==> config.mk <==
export PLATFORM = sky130hd
export DESIGN_NAME = sram_d_arbiter
export DESIGN_NICKNAME = d
export VERILOG_FILES = /design/src/rtl/sram_d_arbiter.sv
export SDC_FILE = /design/constraint.sdc
export NUM_CORES = 1
export LEC_CHECK = 0
export ABC_AREA = 1
export BUFFER_PORTS_ARGS = -buffer_cell sky130_fd_sc_hd__buf_2
export CORE_AREA = 2 2 122 124
export CTS_BUF_LIST = sky130_fd_sc_hd__clkbuf_4 sky130_fd_sc_hd__clkbuf_8 sky130_fd_sc_hd__clkbuf_16
export DETAILED_ROUTE_END_ITERATION = 8
export DIE_AREA = 0 0 124 126
export GPL_ROUTABILITY_DRIVEN = 0
export PLACE_DENSITY = 0.68
export SETUP_SLACK_MARGIN = 0.02
export SYNTH_ARGS = -nofsm -noshare
export SYNTH_HDL_FRONTEND = slang
export SYNTH_SLANG_ARGS = --single-unit
==> constraint.sdc <==
create_clock -name clk_i -period 2.65 [get_ports clk_i]
set_clock_uncertainty 0.2 [all_clocks]
set_input_delay 0.3975 -clock clk_i [delete_from_list [all_inputs] [get_ports clk_i]]
set_output_delay 0.3975 -clock clk_i [all_outputs]
set_load 0.03 [all_outputs]
==> src/rtl/sram_d_arbiter.sv <==
// sram_d_arbiter: round-robin 2:1 OBI arbiter for the SRAM data port.
// Out-of-window requests get a local error; an ID FIFO routes responses.
module sram_d_arbiter #(
  parameter logic [31:0] SRAM_BASE_ADDR  = 32'h8000_0000,
  parameter logic [31:0] SRAM_END_ADDR   = 32'h8000_C000,
  parameter int unsigned MAX_OUTSTANDING = 2
) (
  input  logic        clk_i,
  input  logic        rst_i,
  input  logic        m0_req_i,
  output logic        m0_gnt_o,
  input  logic [31:0] m0_addr_i,
  input  logic        m0_we_i,
  input  logic [3:0]  m0_be_i,
  input  logic [31:0] m0_wdata_i,
  output logic        m0_rvalid_o,
  output logic [31:0] m0_rdata_o,
  output logic        m0_err_o,
  input  logic        m1_req_i,
  output logic        m1_gnt_o,
  input  logic [31:0] m1_addr_i,
  input  logic        m1_we_i,
  input  logic [3:0]  m1_be_i,
  input  logic [31:0] m1_wdata_i,
  output logic        m1_rvalid_o,
  output logic [31:0] m1_rdata_o,
  output logic        m1_err_o,
  output logic        s_req_o,
  input  logic        s_gnt_i,
  output logic [31:0] s_addr_o,
  output logic        s_we_o,
  output logic [3:0]  s_be_o,
  output logic [31:0] s_wdata_o,
  input  logic        s_rvalid_i,
  input  logic [31:0] s_rdata_i,
  output logic        illegal_o
);

  localparam int PW = (MAX_OUTSTANDING > 1) ?
    $clog2(MAX_OUTSTANDING) : 1;
  localparam int CW = $clog2(MAX_OUTSTANDING) + 1;
  localparam int DEPTH = 1 << PW;
  localparam logic [CW-1:0] MAXC = CW'(MAX_OUTSTANDING);

  logic [PW-1:0] wr_ptr;
  logic [PW-1:0] rd_ptr;
  logic [CW-1:0] count;
  logic          id_q [DEPTH];
  logic          rr_q;
  logic          err_pending;

  logic legal0, legal1;
  logic room, empty;
  logic elig0, elig1;
  logic win, win_id, win_legal;
  logic fwd, accept, ill;
  logic push, pop, head;

  assign legal0 = (m0_addr_i >= SRAM_BASE_ADDR) &&
                  (m0_addr_i <  SRAM_END_ADDR);
  assign legal1 = (m1_addr_i >= SRAM_BASE_ADDR) &&
                  (m1_addr_i <  SRAM_END_ADDR);

  assign room  = count < MAXC;
  assign empty = count == '0;

  // Errors wait for an empty FIFO so responses stay in order.
  assign elig0 = !rst_i && m0_req_i && !err_pending &&
                 (legal0 ? room : empty);
  assign elig1 = !rst_i && m1_req_i && !err_pending &&
                 (legal1 ? room : empty);

  assign win       = elig0 | elig1;
  assign win_id    = elig1 && (!elig0 || rr_q);
  assign win_legal = win_id ? legal1 : legal0;

  assign fwd    = win && win_legal;
  assign accept = win && (!win_legal || s_gnt_i);
  assign ill    = win && !win_legal;
  assign push   = fwd && s_gnt_i;
  assign pop    = s_rvalid_i && !empty;
  assign head   = id_q[rd_ptr];

  assign m0_gnt_o = accept && !win_id;
  assign m1_gnt_o = accept && win_id;

  always_comb begin
    s_req_o   = fwd;
    s_addr_o  = '0;
    s_we_o    = 1'b0;
    s_be_o    = '0;
    s_wdata_o = '0;
    if (fwd) begin
      if (win_id) begin
        s_addr_o  = m1_addr_i;
        s_we_o    = m1_we_i;
        s_be_o    = m1_be_i;
        s_wdata_o = m1_wdata_i;
      end else begin
        s_addr_o  = m0_addr_i;
        s_we_o    = m0_we_i;
        s_be_o    = m0_be_i;
        s_wdata_o = m0_wdata_i;
      end
    end
  end

  always_ff @(posedge clk_i) begin
    if (push) id_q[wr_ptr] <= win_id;
  end

  always_ff @(posedge clk_i) begin
    if (rst_i) begin
      wr_ptr      <= '0;
      rd_ptr      <= '0;
      count       <= '0;
      rr_q        <= 1'b0;
      err_pending <= 1'b0;
      illegal_o   <= 1'b0;
      m0_rvalid_o <= 1'b0;
      m0_err_o    <= 1'b0;
      m0_rdata_o  <= '0;
      m1_rvalid_o <= 1'b0;
      m1_err_o    <= 1'b0;
      m1_rdata_o  <= '0;
    end else begin
      if (push) wr_ptr <= wr_ptr + 1'b1;
      if (pop)  rd_ptr <= rd_ptr + 1'b1;
      if (push && !pop)      count <= count + 1'b1;
      else if (!push && pop) count <= count - 1'b1;
      if (accept) rr_q <= ~win_id;
      err_pending <= ill;
      illegal_o   <= ill;
      m0_rvalid_o <= (ill && !win_id) || (pop && !head);
      m0_err_o    <= ill && !win_id;
      m0_rdata_o  <= (pop && !head) ? s_rdata_i : '0;
      m1_rvalid_o <= (ill && win_id) || (pop && head);
      m1_err_o    <= ill && win_id;
      m1_rdata_o  <= (pop && head) ? s_rdata_i : '0;
    end
  end

`ifndef SYNTHESIS
  a_no_stray_rvalid : assert property (
    @(posedge clk_i) disable iff (rst_i)
    !(s_rvalid_i && empty));
`endif

endmodule
# Word-level counts from Yosys, hierarchy flattened
# Memories as Yosys holds them, arrays and structs flattened. A register that Yosys moved wholly into a read port is not among the register bits.
# Cells that the tools add are included.
# op_classes
reduce_logical,39
n_mux,17
n_bitwise,4
magnitude_cmp,5
addsub,4
# op_table
operator,count
$mux 32,4
$ge 32x32->1 const B,2
$lt 32x32->1 const B,2
$logic_and 1x1->1,22
$logic_not 1->1,9
$mux 1,9
$mux 4,2
$logic_or 1x1->1,4
$mux 2,2
$reduce_or 2->1,2
$not 1->1,3
$add 1x1->1 const B,2
$add 2x1->2 const B,1
$logic_not 2->1,1
$lt 2x2->1 const B,1
$reduce_bool 2->1,1
$sub 2x1->2 const B,1
$or 1x1->1,1
# word_totals
n_memories,1
mem_bits_rw,2
regBits,74
in_bits,176
out_inout_bits,141
# memory_table
name,words,word_bits,rd,rd_clocked_by_memory_dff,write_ports,line_no,rtl
id_q,2,1,1,1,1,48,logic id_q [DEPTH];

# Longest topological paths before layout
# Gate-level depths: netlist of the first run.
# logic_depth
depth_word,14
mapped_depth,17
mapped_depth_nobuf,17

# Least setup slack after synthesis of the first run
# OpenSTA, ideal clock, no wires.
# synth_timing
kind,input to output
startpoint,input port m1_addr_i[30]
endpoint,output port s_be_o[3]
t_arrival_ns,1.931
n_path_buf,0
path_stages,11
t_required_ns,2.053
path_slack_ns,0.121
path_cell_list,nor2_1 nand2_1 nor2_2 nand3_2 a21oi_4 nand2_2 nand2_2 nand2_2 nor2_8 inv_4 a21oi_1
# synth_via
elab_chain_len,8
word_cells_on_any_way,11
cone_classes,order compare (2); mux (4); bitwise (1); reduce/logical (4)
# synth_lines
item,line_no,rtl
from (decl),21,"input logic [31:0] m1_addr_i,"
$ge 32x32->1 / $lt 32x32->1 (equally long branches),"61, 62",
$logic_and 1x1->1 (*),61,assign legal1 = (m1_addr_i >= SRAM_BASE_ADDR) &&
$mux 1,71,(legal1 ? room : empty);
$logic_and 1x1->1,70,assign elig1 = !rst_i && m1_req_i && !err_pending &&
$logic_and 1x1->1,74,assign win_id = elig1 && (!elig0 || rr_q);
$mux 1,75,assign win_legal = win_id ? legal1 : legal0;
$logic_and 1x1->1 (*),77,assign fwd = win && win_legal;
via s_req_o,28,"output logic s_req_o,"
$mux 4 (*),93,if (fwd) begin
to (decl),32,"output logic [3:0] s_be_o,"
# Mark *: on every way through the listed nets, which the timed path passes. The rest lies on a longest branch.

# Worst setup path in the final report of the first run
# layout_timing
startpoint,input port m1_addr_i[20]
endpoint,output port s_wdata_o[0]
# layout_via
elab_chain_len,8
word_cells_on_any_way,11
cone_classes,order compare (2); mux (4); bitwise (1); reduce/logical (4)
# layout_lines
item,line_no,rtl
$ge 32x32->1 / $lt 32x32->1 (equally long branches),"61, 62",
$logic_and 1x1->1 (*),61,
$mux 1,71,
$logic_and 1x1->1,70,
$logic_and 1x1->1,74,
$mux 1,75,
$logic_and 1x1->1,77,
$mux 32 (*),93,
to (decl),33,"output logic [31:0] s_wdata_o,"
# Every way passes the cells marked *; elsewhere a longest branch is shown, timed or not.

==> impl_metrics.sql, run 1 <==
INSERT INTO impl_metrics (metric_group, metric, value, unit) VALUES
('placed_design', 'hpwlAfterDp', '11.2', 'mm'),
('routing', 'drt-total-wl', '14.4', 'mm'),
('floorplan', 'num_rows', '44', ''),
('synth', 'netlist_top_cells_area', 'sky130_fd_sc_hd__dfxtp_1 (43%), sky130_fd_sc_hd__nand2_1 (14%), sky130_fd_sc_hd__a21oi_2 (12%), sky130_fd_sc_hd__nor2_1 (9.5%), sky130_fd_sc_hd__inv_1 (4.9%)', ''),
('sta', 'setup_tns', '-0.548', 'ns'),
('floorplan', 'io-pin-count', '317', ''),
('synth', 'synthesis.yosys.warnings', '0', ''),
('clock_tree', 'clockRootBuffer', 'sky130_fd_sc_hd__clkbuf_16', ''),
('grt', 'grt_usage', '17.6', '%'),
('sta', 'final_hold_viol_count', '0', ''),
('final_layout', 'final_cell_count_no_fill', '986', ''),
('sta', 'setup_viol', '42', ''),
('routing', 'router_iterations_before_antenna_repair', '4', ''),
('final_layout', 'insertedDiodeCount', '0', ''),
('sta', 'rsz0062_at_grt', 'true', ''),
('grt', 'number_of_antenna_violations_at_the_first_check_in_global_routing', '1', ''),
('clock_tree', 'cts_max_path_buffers', '2', ''),
('worst_setup_path', 'worst-setup-path-type', 'in2out', ''),
('power_and_ir_drop', 'total_leakage_power', '3.40', 'nW'),
('floorplan', 'floorplan.die.width', '124', 'µm'),
('clock_tree', 'cts_tree', 'yes', ''),
('worst_setup_path', 'critical_path_arrival', '2.09', 'ns'),
('synth', 'synthesis.instances', '475', ''),
('floorplan', 'initial_utilization', '24.7', '%'),
('worst_setup_path', 'r2r_cells', '16', ''),
('routing', 'initialDrtViolationCount', '106', ''),
('final_layout', 'final_layout_size_suffix_gt1_share', '54.1', '%'),
('outcome', 'run_status', 'complete, but fails checks', ''),
('synth', 'ys_seq_area_share', '44.3', '%'),
('final_layout', 'fillerInstances', '1437', ''),
('synth', 'synthFlopType', 'sky130_fd_sc_hd__dfxtp_1', ''),
('power_and_ir_drop', 'ir_worst_vdd', '0.000222', 'V'),
('final_layout', 'final_util', '45.6', '%'),
('final_layout', 'area.growth.synth_to_final', '84.9', '%'),
('grt', 'grt_start_max_net_pins', '34', ''),
('synth', 'most_used_standard_cell_by_instance_count_after_synthesis', 'sky130_fd_sc_hd__nand2_1', ''),
('worst_setup_path', 'worst_setup_path_start_kind', 'input pin', ''),
('sta', 'achievable-frequency', '372', 'MHz'),
('placed_design', 'portBuffers', '301', ''),
('min_path', 'worstHoldPathType', 'in2reg', ''),
('synth', 'async_flop_share', '0', '%'),
('clock_tree', 'cts_hold_buf', '0', ''),
('synth', 'register_bit_count_reported_by_yosys', '77', ''),
('worst_setup_path', 'critical_path_peak_fanout', '12', ''),
('floorplan', 'dieArea', '0.0156', 'mm²'),
('routing', 'detail_route.wl_per_cell', '14.6', 'µm'),
('power_and_ir_drop', 'power_density', '633', 'mW/mm²'),
('worst_setup_path', 'endpoint_kind', 'output pin', ''),
('sta', 'min_period', '2.69', 'ns'),
('job', 'drv_cap', '0', ''),
('synth', 'synth_commonest_cells', 'sky130_fd_sc_hd__nand2_1 (130), sky130_fd_sc_hd__nor2_1 (89), sky130_fd_sc_hd__dfxtp_1 (75), sky130_fd_sc_hd__a21oi_2 (50), sky130_fd_sc_hd__inv_1 (46)', ''),
('clock_tree', 'cts.reportedPaths.clkPinSlew', '0.06', 'ns'),
('synth', 'netlist_area_pre_place', '0.00353', 'mm²'),
('clock_tree', 'cts-buffers-inserted', '9', ''),
('routing', 'postRouteAntennaNets', '0', ''),
('floorplan', 'floorplan.die.height', '126', 'µm'),
('outcome', 'failed_checks', 'negative setup slack', ''),
('clock_tree', 'cts.htree.levels', '3', ''),
('routing', 'drc_errors', '0', ''),
('grt', 'first_global_vias', '3986', ''),
('grt', 'grt_first_pass_wirelength', '20.9', 'mm'),
('synth', 'netlist.top_cell.by_area', 'sky130_fd_sc_hd__dfxtp_1', ''),
('worst_setup_path', 'required_time_of_the_critical_path', '2.05', 'ns'),
('sta', 'drv_slew', '0', ''),
('sta', 'layout_worst_path_cycle_share', '102', '%'),
('grt', 'gr-total-overflow', '0', ''),
('clock_tree', 'clk_latency', '0.32', 'ns'),
('clock_tree', 'clkSinkCount', '77', ''),
('synth', 'synth_top_area_share', '42.6', '%'),
('final_layout', 'final_net_count', '974', ''),
('min_path', 'timing.hold.worst_path_depth', '3', ''),
('synth', 'postSynthAreaPerCell', '7.43', 'µm²'),
('routing', 'dr_total_vias', '4118', ''),
('floorplan', 'core_area', '0.0143', 'mm²'),
('sta', 'post-route-worst-setup-slack', '-0.0406', 'ns'),
('synth', 'yosys.cell_types.count', '28', ''),
('placed_design', 'place_inst', '964', ''),
('synth', 'number_of_synthesized_flops_with_an_enable_pin', '2', ''),
('routing', 'vias_per_cell', '4.18', '');
final cells by class:
cell class,count,area (µm²),area share (%)
Clock inverter,7,57.6,0.882
Timing Repair Buffer,334,2250,34.5
Tap cell,184,230,3.53
Multi-Input combinational cell,325,2000,30.7
Inverter,50,195,2.99
Sequential cell,77,1560,24.0
Clock buffer,9,225,3.45
sequential cells by signal (all words and copies together), names as in the netlist, named ones only:
name / cells
m1_rdata_o: 32
rr_q: 1
count: 2
m0_err_o: 1
rd_ptr: 1
id_q: 2
err_pending: 1
m1_rvalid_o: 1
m0_rvalid_o: 1
wr_ptr: 1
m1_err_o: 1
m0_rdata_o: 32
power by group:
part | internal, mW | leakage [nW] | switching, mW
sequential | 1.26 | 0.625 | 0.0443
clock | 0.648 | 0.135 | 0.479
combinational | 0.623 | 2.64 | 1.08
total | 2.53 | 3.40 | 1.60
logic make-up after synthesis:
| logic type | after synthesis | share of synthesized area (%) |
|---|---|---|
| mux | 1 | 0.319 |
| other cells | 1 | 0.106 |
| xor+xnor | 1 | 0.248 |
| compound gates | 63 | 14.6 |
| flops | 77 | 44.3 |
| simple gates | 244 | 27.8 |
| fa+ha+maj | 1 | 0.355 |
| buf+inv | 87 | 12.4 |
metal layers:
| metal | vias to the layer above | track usage, % | wire length, µm |
|---|---|---|---|
| li1 | 2064 | - | - |
| met1 | 1801 | 19.3 | 5460 |
| met2 | 222 | 31.5 | 7130 |
| met3 | 29 | 5.07 | 1290 |
| met4 | 2 | 7.20 | 487 |
| met5 | - | 0 | 13 |
per-stage QoR:
stage | power, mW | instance area [µm²] | setup slack, ns | hold WS [ns]
final | 4.13 | 6520 | -0.0406 | 0.0991
after global routing | 4.35 | 6520 | -0.129 | 0.0979
after CTS | 4.08 | 6320 | -0.0440 | 0.0819
after detailed placement | 2.65 | 5310 | -0.0852 | 0.246
after global placement | 2.64 | 5310 | -0.0741 | 0.240
after floorplan | 2.18 | 3580 | 0.121 | 0.225
worst max-delay path: stages:
cell,delay [ns]
sky130_fd_sc_hd__buf_2,0.11
sky130_fd_sc_hd__nor2_2,0.12
sky130_fd_sc_hd__nand2_2,0.08
sky130_fd_sc_hd__nor2_2,0.12
sky130_fd_sc_hd__nand3_2,0.11
sky130_fd_sc_hd__a21oi_4,0.21
sky130_fd_sc_hd__buf_6,0.14
sky130_fd_sc_hd__inv_2,0.03
sky130_fd_sc_hd__nand2_2,0.06
sky130_fd_sc_hd__inv_2,0.06
sky130_fd_sc_hd__nor2_8,0.12
sky130_fd_sc_hd__inv_8,0.07
sky130_fd_sc_hd__buf_12,0.16
sky130_fd_sc_hd__a21oi_4,0.14
sky130_fd_sc_hd__buf_6,0.15
path summary, 6_finish.rpt:
check           startpoint              to  slack, ns
max          m1_addr_i[20]    s_wdata_o[0]      -0.04
min reg2reg         rd_ptr          rd_ptr       0.25
min          s_rdata_i[20]  m0_rdata_o[20]        0.1
max reg2reg    err_pending        count[1]       0.23
what timing repair did:
action,in CTS,in global routing
gates resized for setup,160,31
setup endpoints to repair,55,56
buffers inserted,2,0
pin swaps,5,4
gates cloned,3,1
placed cells by master, fill, tap and decap left out, types with 4 or more instances in the layout:
cell type                   count
sky130_fd_sc_hd__nand2_1      125
sky130_fd_sc_hd__nor2_2         5
sky130_fd_sc_hd__nor2_1        85
sky130_fd_sc_hd__buf_12         5
sky130_fd_sc_hd__a21oi_4       42
sky130_fd_sc_hd__buf_4         20
sky130_fd_sc_hd__conb_1        15
sky130_fd_sc_hd__a21oi_1        5
sky130_fd_sc_hd__inv_1         46
sky130_fd_sc_hd__buf_2        247
sky130_fd_sc_hd__buf_6         55
sky130_fd_sc_hd__a21oi_2       12
sky130_fd_sc_hd__nand2_2        6
sky130_fd_sc_hd__dfxtp_1       74
sky130_fd_sc_hd__clkbuf_16     10
sky130_fd_sc_hd__nand3_1        6
sky130_fd_sc_hd__o21ai_0        4
No activity file was read; power rests on OpenSTA's default activity.
==> inputs of run 2 (changes only) <==
ABC_CLOCK_PERIOD_IN_PS = 2650   (was not set)
BUFFER_PORTS_ARGS = not set   (was -buffer_cell sky130_fd_sc_hd__buf_2)
CORE_AREA = 2 2 124 126   (was 2 2 122 124)
DIE_AREA = 0 0 126 128   (was 0 0 124 126)
DONT_BUFFER_PORTS = 1   (was not set)
HOLD_SLACK_MARGIN = 0.03   (was not set)
PLACE_DENSITY = 0.48   (was 0.68)
==> run 2 against run 1 <==
Net effect: flip-flop and latch count stayed put; critical path depth is 4 lower; via count is 17% lower; the flow still finishes with violations (negative setup slack); wire length is 14% lower; worst setup slack better by 0.0082 ns; largest cell class is now multi-input combinational cells; cell area is 13% lower; highest routed layer is now met4; non-clock buffer count is 216 lower; sequential share of layout area is 3.5 points higher; fmax is 0.31% higher.
==> impl_metrics.sql, run 2 (synthesis results as in run 1) <==
INSERT INTO impl_metrics (metric_group, metric, value, unit) VALUES
('final_layout', 'area_of_combinational_cells_with_multiple_inputs', '0.00192', 'mm²'),
('grt', 'grtUsageMet2', '26.3', '%'),
('floorplan', 'initial_utilization', '23.7', '%'),
('placed_design', 'post_dp_cell_area', '0.00431', 'mm²'),
('worst_setup_path', 'worstPathCellList', 'nor3_4 -> nand2_2 -> a21oi_4 -> nand2_4 -> nand2_4 -> nand2_4 -> nor2_8 -> inv_8 -> buf_12 -> a21oi_4 -> buf_6', ''),
('worst_setup_path', 'worst_setup_path_start_kind', 'flop', ''),
('worst_setup_path', 'cpLargestDelayFamily', 'simple AND/OR/NAND/NOR gates', ''),
('clock_tree', 'cts.reportedPaths.clkPinSlew', '0.06', 'ns'),
('placed_design', 'dpl_worst_slack', '0.00943', 'ns'),
('sta', 'post-route-worst-setup-slack', '-0.0324', 'ns'),
('outcome', 'run_status', 'complete, but fails checks', ''),
('placed_design', 'hpwlAfterDp', '9.07', 'mm'),
('grt', 'grtUsageMet1', '15.8', '%'),
('worst_setup_path', 'endpoint_kind', 'output pin', ''),
('sta', 'setup_viol', '31', ''),
('worst_setup_path', 'crit_end', 's_addr_o[13]', ''),
('routing', 'vias_per_cell', '4.44', ''),
('final_layout', 'fillerInstances', '1518', ''),
('routing', 'dr_total_vias', '3436', ''),
('routing', 'postRouteAntennaNets', '0', ''),
('grt', 'global_route.peak_usage_layer', 'met2', ''),
('worst_setup_path', 'critical-path-max-stage-delay', '0.35', 'ns'),
('worst_setup_path', 'required_time_of_the_critical_path', '2.05', 'ns'),
('power_and_ir_drop', 'power_density', '710', 'mW/mm²'),
('outcome', 'failed_checks', 'negative setup slack', ''),
('sta', 'min_period', '2.68', 'ns'),
('final_layout', 'final_net_count', '758', ''),
('final_layout', 'most_common_cell_after_layout_fill_and_taps_aside', 'sky130_fd_sc_hd__nand2_1', ''),
('floorplan', 'floorplan.die.width', '126', 'µm'),
('final_layout', 'insertedDiodeCount', '0', ''),
('floorplan', 'io-pin-count', '317', ''),
('grt', 'globalRouteMet3Util', '4.30', '%'),
('worst_setup_path', 'worstReg2RegEnd', 'count[1]', ''),
('final_layout', 'final_layout_size_suffix_gt1_share', '30.4', '%'),
('worst_setup_path', 'crit_start', 'count[1]', ''),
('routing', 'drt-total-wl', '12.3', 'mm'),
('routing', 'detail_route.wl_per_cell', '15.9', 'µm'),
('sta', 'rsz0062_at_grt', 'true', ''),
('worst_setup_path', 'setup.reg_to_reg.worst_slack', '0.18', 'ns'),
('job', 'drv_cap', '0', ''),
('worst_setup_path', 'worstSetupPathDepth', '11', ''),
('worst_setup_path', 'critical_path_peak_fanout', '11', ''),
('clock_tree', 'cts_max_path_buffers', '2', ''),
('grt', 'gr-total-overflow', '0', ''),
('routing', 'initialDrtViolationCount', '69', ''),
('worst_setup_path', 'critical_path.n_buffers_inverters', '3', ''),
('final_layout', 'sequential_cell_area', '0.00157', 'mm²'),
('routing', 'router_iterations_before_antenna_repair', '4', ''),
('clock_tree', 'clockRootBuffer', 'sky130_fd_sc_hd__clkbuf_16', ''),
('floorplan', 'core_area', '0.0149', 'mm²'),
('floorplan', 'num_rows', '45', ''),
('power_and_ir_drop', 'post-layout-total-power', '4.04', 'mW'),
('worst_setup_path', 'path_common_cell', 'sky130_fd_sc_hd__nand2_4', ''),
('sta', 'hold_ws', '0.0346', 'ns'),
('grt', 'number_of_antenna_violations_at_the_first_check_in_global_routing', '0', ''),
('clock_tree', 'clkSinkCount', '77', ''),
('floorplan', 'dieArea', '0.0161', 'mm²'),
('final_layout', 'mostFrequentLayoutCells', 'sky130_fd_sc_hd__nand2_1 (127), sky130_fd_sc_hd__nor2_1 (89), sky130_fd_sc_hd__dfxtp_1 (74)', ''),
('worst_setup_path', 'cp_max_stage_cell', 'sky130_fd_sc_hd__dfxtp_4', ''),
('worst_setup_path', 'r2r_cells', '15', ''),
('grt', 'first_global_vias', '3399', ''),
('clock_tree', 'cts_tree', 'yes', ''),
('clock_tree', 'cts-buffers-inserted', '9', ''),
('worst_setup_path', 'worst_flop_to_flop_path_startpoint', 'count[1]', ''),
('worst_setup_path', 'critical_path_arrival', '2.08', 'ns'),
('grt', 'grt_first_pass_wirelength', '18.3', 'mm'),
('worst_setup_path', 'worst-setup-path-type', 'reg2out', ''),
('sta', 'layout_worst_path_cycle_share', '101', '%'),
('sta', 'drv_slew', '0', ''),
('final_layout', 'area.growth.synth_to_final', '61.3', '%'),
('min_path', 'worstHoldPathType', 'in2reg', ''),
('power_and_ir_drop', 'ir_worst_vdd', '0.000265', 'V'),
('grt', 'grt_usage', '14.6', '%'),
('sta', 'setup_tns', '-0.488', 'ns'),
('clock_tree', 'clk_latency', '0.33', 'ns'),
('sta', 'achievable-frequency', '373', 'MHz'),
('clock_tree', 'cts.htree.levels', '3', ''),
('grt', 'grt_start_max_net_pins', '34', ''),
('routing', 'drc_errors', '0', ''),
('final_layout', 'biggestRegsByFlops', 'm0_rdata_o x32, m1_rdata_o x32', ''),
('final_layout', 'stdcell_area', '0.00569', 'mm²'),
('sta', 'final_hold_viol_count', '0', ''),
('power_and_ir_drop', 'total_leakage_power', '2.47', 'nW'),
('floorplan', 'floorplan.die.height', '128', 'µm'),
('placed_design', 'portBuffers', '0', '');
## run 2: changes by cell type in the layout (fill, tap and decap cells not counted), moves of 6 or more
| cell | before | now |
|---|---|---|
| sky130_fd_sc_hd__buf_2 | 247 | 0 |
| sky130_fd_sc_hd__dlygate4sd3_1 | 0 | 34 |
| sky130_fd_sc_hd__buf_12 | 5 | 16 |
| sky130_fd_sc_hd__buf_6 | 55 | 46 |
| sky130_fd_sc_hd__a21oi_2 | 12 | 18 |
| sky130_fd_sc_hd__a21oi_4 | 42 | 36 |
## run 2: final cells by class
class / instances / share of cell area [%]
multi-input cells: 325 / 33.7
flip-flops and latches: 77 / 27.5
repair buffers: 118 / 25.9
well taps: 188 / 4.13
clock buffers: 9 / 3.96
inverters: 50 / 3.65
clock inverters: 7 / 1.17
## run 2: worst min path at each step
stage,start,end,slack (ns),cells after the start
floorplan,rd_ptr,flop,0.23,1
global placement,rd_ptr,rd_ptr,0.24,1
detailed placement,rr_q,rr_q,0.25,2
CTS,s_rdata_i[10],m1_rdata_o[10],0.03,2
global route,s_rdata_i[10],m1_rdata_o[10],0.03,2
finish,s_rdata_i[10],m1_rdata_o[10],0.03,2
## run 2: metal layers
metal	up-vias	routed length (µm)
met4	0	370
li1	1636	-
met2	201	6390
met1	1579	4570
met3	20	977
met5	-	0
## run 2: through the flow
step	cells	utilization (%)
finish	774	38.3
global route	774	38.3
CTS	774	37.6
detailed placement	712	29.0
global placement	712	29.0
floorplan	489	-
## run 2: power breakdown
group | internal [mW] | switching [mW]
Clock | 0.653 | 0.503
Combinational | 0.558 | 0.873
Sequential | 1.27 | 0.189
## run 2: what timing repair did
item	in CTS	in global routing
endpoints found under the hold margin	65	0
buffers inserted	6	0
pin swaps	20	0
resized for setup	102	16
hold buffers	34	0
endpoints found under the setup margin	55	56
gates cloned	6	0
==> inputs of run 3 (changes only) <==
ABC_AREA = not set   (was 1)
CORE_AREA = 2 2 122 124   (was 2 2 124 126)
DIE_AREA = 0 0 124 126   (was 0 0 126 128)
PLACE_DENSITY = 0.52   (was 0.48)
==> run 3 against run 2 <==
Net effect: the run still ends with negative setup slack left; clock power is essentially flat; non-clock buffer count grew 34; synthesized cell count shrank 5.5%; wire length grew 26%; clock-buffer cell count is the same; sequential power shrank 19%; worst setup slack lost 0.32 ns; largest cell class unchanged.
==> impl_metrics.sql, run 3 <==
INSERT INTO impl_metrics (metric_group, metric, value, unit) VALUES
('outcome', 'run_status', 'complete, but fails checks', ''),
('outcome', 'failed_checks', 'negative setup slack', ''),
('worst_setup_path', 'worst-setup-path-type', 'reg2out', ''),
('sta', 'rsz0062_at_grt', 'true', ''),
('worst_setup_path', 'critical_path_arrival', '2.40', 'ns'),
('synth', 'synth_commonest_cells', 'sky130_fd_sc_hd__dfxtp_1 (75), sky130_fd_sc_hd__and2_1 (65), sky130_fd_sc_hd__a21oi_1 (56), sky130_fd_sc_hd__nand4_1 (54), sky130_fd_sc_hd__o31ai_1 (54)', ''),
('floorplan', 'dieArea', '0.0156', 'mm²'),
('min_path', 'whs_endpoint', 'rr_q', ''),
('floorplan', 'core_area', '0.0143', 'mm²'),
('synth', 'netlist_area_pre_place', '0.00388', 'mm²'),
('placed_design', 'place_inst', '686', ''),
('synth', 'ys_seq_area_share', '40.2', '%'),
('worst_setup_path', 'required_time_of_the_critical_path', '2.05', 'ns'),
('synth', 'synthesis.yosys.warnings', '0', ''),
('clock_tree', 'clkSinkCount', '77', ''),
('floorplan', 'num_rows', '44', ''),
('worst_setup_path', 'worst_setup_path_start_kind', 'flop', ''),
('grt', 'grt_usage', '17.9', '%'),
('routing', 'drc_errors', '0', ''),
('power_and_ir_drop', 'ir_worst_vdd', '0.000330', 'V'),
('worst_setup_path', 'critical-path-max-stage-delay', '0.56', 'ns'),
('clock_tree', 'clockRootBuffer', 'sky130_fd_sc_hd__clkbuf_16', ''),
('sta', 'min_period', '3.00', 'ns'),
('final_layout', 'mostFrequentLayoutCells', 'sky130_fd_sc_hd__dfxtp_1 (74), sky130_fd_sc_hd__and2_1 (65), sky130_fd_sc_hd__nand4_1 (54)', ''),
('clock_tree', 'cts_tree', 'yes', ''),
('final_layout', 'area.growth.synth_to_final', '66.3', '%'),
('routing', 'dr_total_vias', '4037', ''),
('worst_setup_path', 'crit_start', 'count[1]', ''),
('synth', 'netlist.top_cell.by_area', 'sky130_fd_sc_hd__dfxtp_1', ''),
('min_path', 'timing.hold.worst_path_depth', '3', ''),
('sta', 'final_hold_viol_count', '0', ''),
('final_layout', 'final_layout_size_suffix_gt1_share', '41.5', '%'),
('clock_tree', 'cts.htree.levels', '3', ''),
('worst_setup_path', 'critical_path_peak_fanout', '9', ''),
('worst_setup_path', 'setup.reg_to_reg.worst_slack', '-0.03', 'ns'),
('final_layout', 'stdcell_area', '0.00645', 'mm²'),
('routing', 'initialDrtViolationCount', '190', ''),
('clock_tree', 'cts_max_path_buffers', '2', ''),
('worst_setup_path', 'r2r_cells', '9', ''),
('grt', 'first_global_vias', '4003', ''),
('sta', 'maxSlewHeadroom', '57.8', '%'),
('grt', 'gr-total-overflow', '0', ''),
('min_path', 'worstHoldPathType', 'in2reg', ''),
('placed_design', 'portBuffers', '0', ''),
('routing', 'postRouteAntennaNets', '0', ''),
('final_layout', 'most_common_cell_after_layout_fill_and_taps_aside', 'sky130_fd_sc_hd__dfxtp_1', ''),
('synth', 'register_bit_count_reported_by_yosys', '77', ''),
('final_layout', 'final_net_count', '741', ''),
('synth', 'most_used_standard_cell_by_instance_count_after_synthesis', 'sky130_fd_sc_hd__dfxtp_1', ''),
('grt', 'grt_start_max_net_pins', '39', ''),
('floorplan', 'initial_utilization', '27.1', '%'),
('routing', 'drt-total-wl', '15.5', 'mm'),
('floorplan', 'floorplan.die.width', '124', 'µm'),
('min_path', 'min_from', 'rst_i', ''),
('synth', 'number_of_synthesized_flops_with_an_enable_pin', '2', ''),
('routing', 'router_iterations_before_antenna_repair', '4', ''),
('clock_tree', 'clk_latency', '0.33', 'ns'),
('worst_setup_path', 'cp_max_stage_cell', 'sky130_fd_sc_hd__or4b_4', ''),
('floorplan', 'floorplan.die.height', '126', 'µm'),
('sta', 'achievable-frequency', '333', 'MHz'),
('synth', 'postSynthAreaPerCell', '8.64', 'µm²'),
('worst_setup_path', 'endpoint_kind', 'output pin', ''),
('sta', 'post-route-worst-setup-slack', '-0.349', 'ns'),
('placed_design', 'post_dp_cell_area', '0.00525', 'mm²'),
('worst_setup_path', 'worstPathCellList', 'or4b_4 -> and4bb_1 -> a21o_4 -> buf_12 -> clkbuf_16 -> o31ai_1 -> a21oi_2 -> buf_6', ''),
('sta', 'setup_tns', '-17.60', 'ns'),
('clock_tree', 'cts.reportedPaths.clkPinSlew', '0.07', 'ns'),
('placed_design', 'hpwlAfterDp', '10.8', 'mm'),
('power_and_ir_drop', 'power_density', '431', 'mW/mm²'),
('worst_setup_path', 'worstReg2RegEnd', 'count[1]', ''),
('synth', 'async_flop_share', '0', '%'),
('sta', 'setup_viol', '58', ''),
('final_layout', 'biggestRegsByFlops', 'm0_rdata_o x32, m1_rdata_o x32', ''),
('routing', 'vias_per_cell', '5.36', ''),
('clock_tree', 'cts-buffers-inserted', '9', ''),
('worst_setup_path', 'worst_flop_to_flop_path_startpoint', 'count[1]', ''),
('routing', 'detail_route.wl_per_cell', '20.5', 'µm'),
('synth', 'yosys.cell_types.count', '49', ''),
('sta', 'layout_worst_path_cycle_share', '113', '%'),
('sta', 'hold_ws', '0.0690', 'ns'),
('final_layout', 'final_cell_count_no_fill', '753', ''),
('sta', 'tightest_slew', '0.626', 'ns'),
('power_and_ir_drop', 'total_leakage_power', '2.42', 'nW'),
('grt', 'grt_first_pass_wirelength', '21.7', 'mm'),
('final_layout', 'final_util', '45.1', '%'),
('sta', 'drv_slew', '0', ''),
('synth', 'synthesis.instances', '449', ''),
('floorplan', 'io-pin-count', '317', ''),
('final_layout', 'insertedDiodeCount', '0', ''),
('synth', 'synthFlopType', 'sky130_fd_sc_hd__dfxtp_1', ''),
('synth', 'synth_top_area_share', '38.7', '%'),
('synth', 'netlist_top_cells_area', 'sky130_fd_sc_hd__dfxtp_1 (39%), sky130_fd_sc_hd__and2_1 (10%), sky130_fd_sc_hd__o31ai_1 (10%), sky130_fd_sc_hd__nand4_1 (8.7%), sky130_fd_sc_hd__a21oi_1 (7.2%)', ''),
('grt', 'number_of_antenna_violations_at_the_first_check_in_global_routing', '0', ''),
('job', 'drv_cap', '0', '');
==> run 3: cell count changes after synthesis, sizes merged, moves of 7 or more <==
cell and delta:
nand2 -124, nor4 +7, clkbuf +28, nand3 -8
nand4 +52, nor2 -82, and2 +63, inv -45
o31ai +54
==> run 3: where the power goes <==
group | internal, mW | switching [mW]
Combinational | 0.194 | 0.236
Sequential | 1.17 | 0.0126
Clock | 0.657 | 0.512
==> run 3: cell families after synthesis <==
family / share of synthesized area, %
mux: 0.548
other cells: 0.0966
simple gates: 27.8
xor+xnor: 0.677
compound gates: 21.1
fa+ha+maj: 0.322
flops: 40.2
buf+inv: 9.32
==> run 3: cell type report <==
class	instances	area [µm²]
tap	184	230
clock inverter	7	63.8
timing repair buffer	152	1770
fill	1311	7860
inverter	5	28.8
multi-input combinational	319	2570
clock buffer	9	225
sequential	77	1560
==> run 3: metal layers <==
| layer | part of all wire (%) | track usage (%) | vias up | routed length, µm |
|---|---|---|---|---|
| met2 | 51 | 30.9 | 263 | 7920 |
| met1 | 35 | 19.6 | 1869 | 5420 |
| met5 | 0 | 0 | - | 0 |
| met4 | 3.1 | 8.06 | 0 | 473 |
| li1 | - | - | 1871 | - |
| met3 | 11 | 6.07 | 34 | 1650 |
==> run 3: timing repair <==
item | 4_1_cts | 5_1_grt
gates cloned | 1 | 9
hold buffers | 33 | 0
setup endpoints to repair | 59 | 59
endpoints found under the hold margin | 68 | 0
pin swaps | 9 | 11
gates resized for setup | 59 | 17
buffers inserted | 7 | 3
==> run 3: worst max-delay path: cells and delay by family (launching register included) <==
family,cells,cell delay [ns]
buffers and inverters,3,0.47
AO/OA/AOI/OAI,3,0.42
AND/OR/NAND/NOR,2,0.87
flip-flops,1,0.32
==> run 3: worst max path at each step <==
stage | endpoint | slack (ns)
finish | s_addr_o[4] | -0.35
CTS | s_addr_o[9] | -0.35
floorplan | s_addr_o[1] | -0.23
global route | s_wdata_o[4] | -0.45
global placement | count[1] | -0.24
detailed placement | count[1] | -0.28
==> run 3: per-stage QoR <==
step	power [mW]	setup slack (ns)
after CTS	2.76	-0.350
after global placement	1.52	-0.241
after global routing	2.89	-0.449
after floorplan	1.46	-0.232
final	2.78	-0.349
after detailed placement	1.52	-0.284
